### src/rtl/uart_rx.sv
// 8N1 UART receiver: 2-flop input synchronizer, start-edge detection, mid-bit
// sampling, and a single-entry valid/ready output register with error pulses.
module uart_rx #(
  parameter int CLKS_PER_BIT = 434
) (
  input  logic       rx_clk,
  input  logic       rx_rst,
  input  logic       rx_input,
  output logic [7:0] rx_data,
  output logic       rx_valid,
  input  logic       rx_ready,
  output logic       rx_frame_err,
  output logic       rx_overrun,
  output logic       rx_busy
);

  localparam logic [15:0] HALF_CNT = 16'(CLKS_PER_BIT / 2 - 1);
  localparam logic [15:0] BIT_CNT  = 16'(CLKS_PER_BIT - 1);

  typedef enum logic [1:0] {IDLE, START, DATA, STOP} state_t;

  state_t      state_q, state_d;
  logic        line_s1, line_s2, line_prev;
  logic        line_fall;
  logic [15:0] cnt_q, cnt_d;
  logic [2:0]  idx_q, idx_d;
  logic [7:0]  shreg_q, shreg_d;
  logic [7:0]  data_d;
  logic        valid_d, ferr_d, ovr_d;

  // line_prev tracks the synchronized line so a level held low never re-arms
  assign line_fall = line_prev & ~line_s2;
  assign rx_busy   = (state_q != IDLE);

  always_ff @(posedge rx_clk) begin
    if (rx_rst) begin
      line_s1      <= 1'b1;
      line_s2      <= 1'b1;
      line_prev    <= 1'b1;
      state_q      <= IDLE;
      cnt_q        <= '0;
      idx_q        <= '0;
      shreg_q      <= '0;
      rx_data      <= '0;
      rx_valid     <= 1'b0;
      rx_frame_err <= 1'b0;
      rx_overrun   <= 1'b0;
    end else begin
      line_s1      <= rx_input;
      line_s2      <= line_s1;
      line_prev    <= line_s2;
      state_q      <= state_d;
      cnt_q        <= cnt_d;
      idx_q        <= idx_d;
      shreg_q      <= shreg_d;
      rx_data      <= data_d;
      rx_valid     <= valid_d;
      rx_frame_err <= ferr_d;
      rx_overrun   <= ovr_d;
    end
  end

  always_comb begin
    state_d = state_q;
    cnt_d   = cnt_q + 16'd1;
    idx_d   = idx_q;
    shreg_d = shreg_q;
    data_d  = rx_data;
    valid_d = rx_valid & ~rx_ready;
    ferr_d  = 1'b0;
    ovr_d   = 1'b0;
    unique case (state_q)
      IDLE: begin
        cnt_d = '0;
        if (line_fall) state_d = START;
      end
      START: begin
        if (cnt_q == HALF_CNT) begin
          cnt_d   = '0;
          idx_d   = '0;
          state_d = line_s2 ? IDLE : DATA;
        end
      end
      DATA: begin
        if (cnt_q == BIT_CNT) begin
          cnt_d   = '0;
          shreg_d = {line_s2, shreg_q[7:1]};
          idx_d   = idx_q + 3'd1;
          if (idx_q == 3'd7) state_d = STOP;
        end
      end
      STOP: begin
        if (cnt_q == BIT_CNT) begin
          cnt_d   = '0;
          state_d = IDLE;
          // a consume in the same cycle frees the slot for the new byte
          if (!line_s2) begin
            ferr_d = 1'b1;
          end else if (!rx_valid || rx_ready) begin
            data_d  = shreg_q;
            valid_d = 1'b1;
          end else begin
            ovr_d = 1'b1;
          end
        end
      end
      default: state_d = IDLE;
    endcase
  end

endmodule

### config.mk
export PLATFORM = sky130hd
export DESIGN_NAME = uart_rx
export DESIGN_NICKNAME = d
export VERILOG_FILES = /design/src/rtl/uart_rx.sv
export SDC_FILE = /design/constraint.sdc
export NUM_CORES = 1
export LEC_CHECK = 0
export ABC_AREA = 1
export BUFFER_PORTS_ARGS = -buffer_cell sky130_fd_sc_hd__buf_2
export CORE_MARGIN = 5
export CORE_UTILIZATION = 38
export CTS_CLUSTER_SIZE = 40
export DETAILED_ROUTE_END_ITERATION = 10
export PLACE_DENSITY_LB_ADDON = 0.15
export SETUP_SLACK_MARGIN = 0.4
export SKIP_LAST_GASP = 1
export SLEW_MARGIN = 20
export SYNTH_ARGS = -nofsm -noshare
export SYNTH_HDL_FRONTEND = slang
export SYNTH_SLANG_ARGS = --single-unit
### constraint.sdc
create_clock -name rx_clk -period 1.4 [get_ports rx_clk]
set_input_delay 0.07 -clock rx_clk [delete_from_list [all_inputs] [get_ports rx_clk]]
set_output_delay 0.07 -clock rx_clk [all_outputs]
set_load 0.01 [all_outputs]
==> run summary <==
Maximum clock frequency: 676.2 MHz. The count of cells in the finished layout, fillers not included, comes to 390. The clock-pin slew on the worst setup and hold paths is 0.09 ns, and the H-tree level count is 2.

Die boundary width: 82.15 um. For this run, asynchronously set or reset flops after synthesis account for 0%. The die is 82.15 um tall. After synthesis, flip-flops and latches occupy 43.52% of the total area. The tools report the capturing instance or port of the critical path as state_q[0]. For this configuration, the core starts out at a cell density of 38.98%. The floorplan has 26 rows.

The cell with the most instances after synthesis was sky130_fd_sc_hd__dfxtp_1. The class of the most critical hold timing path was in2reg. The layout overhead on the synthesized area was 47.56%; the cell area after layout was 2919 um2. In this run, synthesis produced a sequential element count of 43. The part of the cycle the worst path needs came out at 105.6%.

The routed via count divided by cell count came out at 4.590. The Yosys step of the flow raised 0 warnings. The tools report the DRC marker count from the first detailed-route iteration as 27.

The number of port buffers is 15, and the biggest fanout along the worst timing path is 3. The first detailed-routing pass took 4 iterations. The tools report the leakage power figure as 1.168 nW. The logs give -0.07886 ns for the post-layout worst setup margin and 261 for the net count after synthesis. In this run the cell area measured after placement is 2479 um2. The number of antenna violations at the first check in global routing was 0; the total power density per cell area was 778.4 nW/um2. Max-cap violations in this run came to 0. Setup violations remaining at the end of the flow were counted as 37.

The run gives 0 as the remaining number of nets flagged by the antenna check after routing. The synthesized design contains 0 enable-type register cells. The run finished, with violations left.

The fraction of post-synthesis cell area in the top cell type by area works out to 43.52%. The worst-margin pin slew is 0.3888 ns, and the share of post-route cells with drive strength above 1 is 49.38%. The type of the worst setup path is reg2reg.

The final hold violation count is 0. Headroom to the max-slew limit came out at 74.05%. The logs give 0 for the number of max-slew violations in the final report and 5 for the clock buffer count from CTS.

The tools report the endpoint of the most critical register-to-register path as state_q[0]. In this run, placement finished with an instance count of 368. Setup repair after global routing could not meet its margin everywhere. The die covers 6749 um2.

The run gives 1978 um2 as the post-synthesis cell area. The tools report the area inside the core boundary as 5075 um2. Clock tree synthesis selected as its root buffer the cell sky130_fd_sc_hd__clkbuf_8.

Final hold analysis gives a worst-case slack of 0.1420 ns. The TritonCTS sink count is 43, and the final net count is 328. The path depth of the worst reg2reg path came out at 10. Routability-driven placement finished with a final weighted congestion of 0.7814. The dominant synthesized flop cell was sky130_fd_sc_hd__dfxtp_1. The routed length per instance is 11.82 um. The final routed DRC violation total was 0; the post-layout minimum cycle time was 1.479 ns. The number of different library cells used by synthesis comes to 35.

TritonCTS built the clock tree. The repair_antennas step left the layout with diodes totalling 0. Global routing used 14.91% of the available tracks.

The tools report the buffer levels on the longest clock path as 2. In the post-synthesis netlist, the biggest area contributors are sky130_fd_sc_hd__dfxtp_1 (44%), sky130_fd_sc_hd__nor2_1 (7.4%), sky130_fd_sc_hd__nand2_1 (6.8%). Startpoint type of the worst setup path: a register. In the synthesized netlist, the cells that appear most often are sky130_fd_sc_hd__dfxtp_1 (43), sky130_fd_sc_hd__nor2_1 (39), sky130_fd_sc_hd__nand2_1 (36).

The first global-routing pass estimated 7.762 mm of wire. The cell count after synthesis came out at 252. The worst-case IR drop observed on VDD is 0.7879 mV.

Startpoint of the worst setup timing path: cnt_q[1]. The startpoint identified for the worst register-to-register timing path is cnt_q[1]. The average instance area after synthesis is 7.850 um2, and the half-perimeter wire length after detailed placement is 3.145 mm. The via total after detailed routing is 1790.

Sort of element at the end of the critical path: a register. The final reports fail on setup timing. For the data arrival time of the critical path, the log shows 1.67 ns. For the required time of the critical path, the log shows 1.59 ns. The tools report the reg2reg setup slack as -0.08 ns. The boundary pin count is 16, and the clock latency of the later-clocked register in the worst-skew pair is 0.30 ns. The via count of the first global-routing pass was 1781; the largest net degree at the start of global routing was 23. The top cell type by total area after synthesis was sky130_fd_sc_hd__dfxtp_1. Sum of overflow across all layers after global routing: 0.

The logs give 0.007583 ns for the post-route clock skew and 4.611 mm for the final wirelength.
## final cells by class
class,instances,area [um2]
tap,70,87.58
inverter,31,121.4
sequential,43,879.6
clock buffer,5,68.82
multi-input combinational,173,1225
clock inverter,3,26.28
fill,469,2156
timing repair buffer,65,510.5
## critical path: stages, from the launching register on
cell	delay, ns
sky130_fd_sc_hd__dfxtp_2	0.34
sky130_fd_sc_hd__inv_4	0.08
sky130_fd_sc_hd__ha_4	0.14
sky130_fd_sc_hd__nand3_4	0.07
sky130_fd_sc_hd__nor2_4	0.11
sky130_fd_sc_hd__buf_4	0.12
sky130_fd_sc_hd__buf_6	0.09
sky130_fd_sc_hd__nand3_4	0.07
sky130_fd_sc_hd__nand2_2	0.08
sky130_fd_sc_hd__nand4_1	0.10
sky130_fd_sc_hd__nor3b_2	0.17
## logic make-up (layout without fill, tap and decap cells)
kind of cell | Yosys count | count (layout) | synth area share [%]
AO/OA/AOI/OAI | 41 | 41 | 12.40
XOR/XNOR | 6 | 6 | 2.657
adder cells (fa/ha/maj) | 5 | 5 | 3.163
buffers and inverters | 38 | 104 | 8.665
flip-flops | 43 | 43 | 43.52
AND/OR/NAND/NOR | 119 | 121 | 29.60
## through the flow
stage | setup WS, ns | power (mW) | setup TNS (ns) | utilization (%)
floorplan | 0.01303 | 1.367 | 0 | -
global placement | -0.1469 | 1.421 | -2.160 | 48.84
detailed placement | -0.1839 | 1.422 | -2.426 | 48.84
finish | -0.07886 | 2.272 | -1.202 | 57.52
global route | -0.1991 | 2.380 | -5.038 | 57.52
CTS | -0.1052 | 2.303 | -1.074 | 55.79
## flip-flops by register name, summed over array words and instances (netlist names), named ones only
register	flops
rx_data	8
line_s2	1
cnt_q	16
line_prev	1
shreg_q	8
rx_valid	1
rx_overrun	1
line_s1	1
rx_frame_err	1
idx_q	3
state_q	1
## repair_timing
action | 4_1_cts | 5_1_grt
setup buffers | 8 | 3
hold buffers | 1 | 0
endpoints found under the setup margin | 41 | 41
gates resized for setup | 48 | 15
cloned | 1 | 1
hold endpoints to repair | 1 | 0
pin swaps | 10 | 5
## power breakdown
part / switching (mW) / internal [mW] / total, mW / leakage (nW)
Sequential: 0.0206 / 1.23 / 1.26 / 0.352
Combinational: 0.0913 / 0.0812 / 0.172 / 0.766
Clock: 0.477 / 0.367 / 0.844 / 0.0491
## placed cells by master (no fill, tap or decap), types with 6 or more instances in the layout
cell | synthesis | routed
sky130_fd_sc_hd__a21oi_1 | 17 | 9
sky130_fd_sc_hd__a21oi_2 | 2 | 10
sky130_fd_sc_hd__buf_2 | 4 | 14
sky130_fd_sc_hd__buf_4 | 0 | 40
sky130_fd_sc_hd__buf_6 | 1 | 8
sky130_fd_sc_hd__dfxtp_1 | 43 | 34
sky130_fd_sc_hd__dfxtp_2 | 0 | 6
sky130_fd_sc_hd__inv_1 | 26 | 21
sky130_fd_sc_hd__inv_2 | 4 | 7
sky130_fd_sc_hd__nand2_1 | 36 | 28
sky130_fd_sc_hd__nand2_2 | 3 | 8
sky130_fd_sc_hd__nor2_1 | 39 | 29
sky130_fd_sc_hd__nor2_2 | 2 | 8
sky130_fd_sc_hd__nor2_4 | 2 | 7
sky130_fd_sc_hd__o21ai_1 | 2 | 6
## layer usage
layer / part of all wire, % / track usage, %
met5: 0 / 0
met4: 1.9 / 5.648
met1: 46 / 18.36
met3: 1.7 / 2.711
met2: 51 / 25.77
## worst min-delay path by stage
stage,start,to,slack [ns],depth (start not counted)
6_report,rx_rst,idx_q[1],0.14,4
5_1_grt,rx_rst,idx_q[2],0.14,4
3_5_place_dp,rx_input,line_s1,0.28,2
2_1_floorplan,rx_input,line_s1,0.17,1
4_1_cts,rx_rst,rx_valid,0.14,3
3_3_place_gp,rx_input,line_s1,0.27,2
Note: power is estimated with default switching activity, not from simulation.
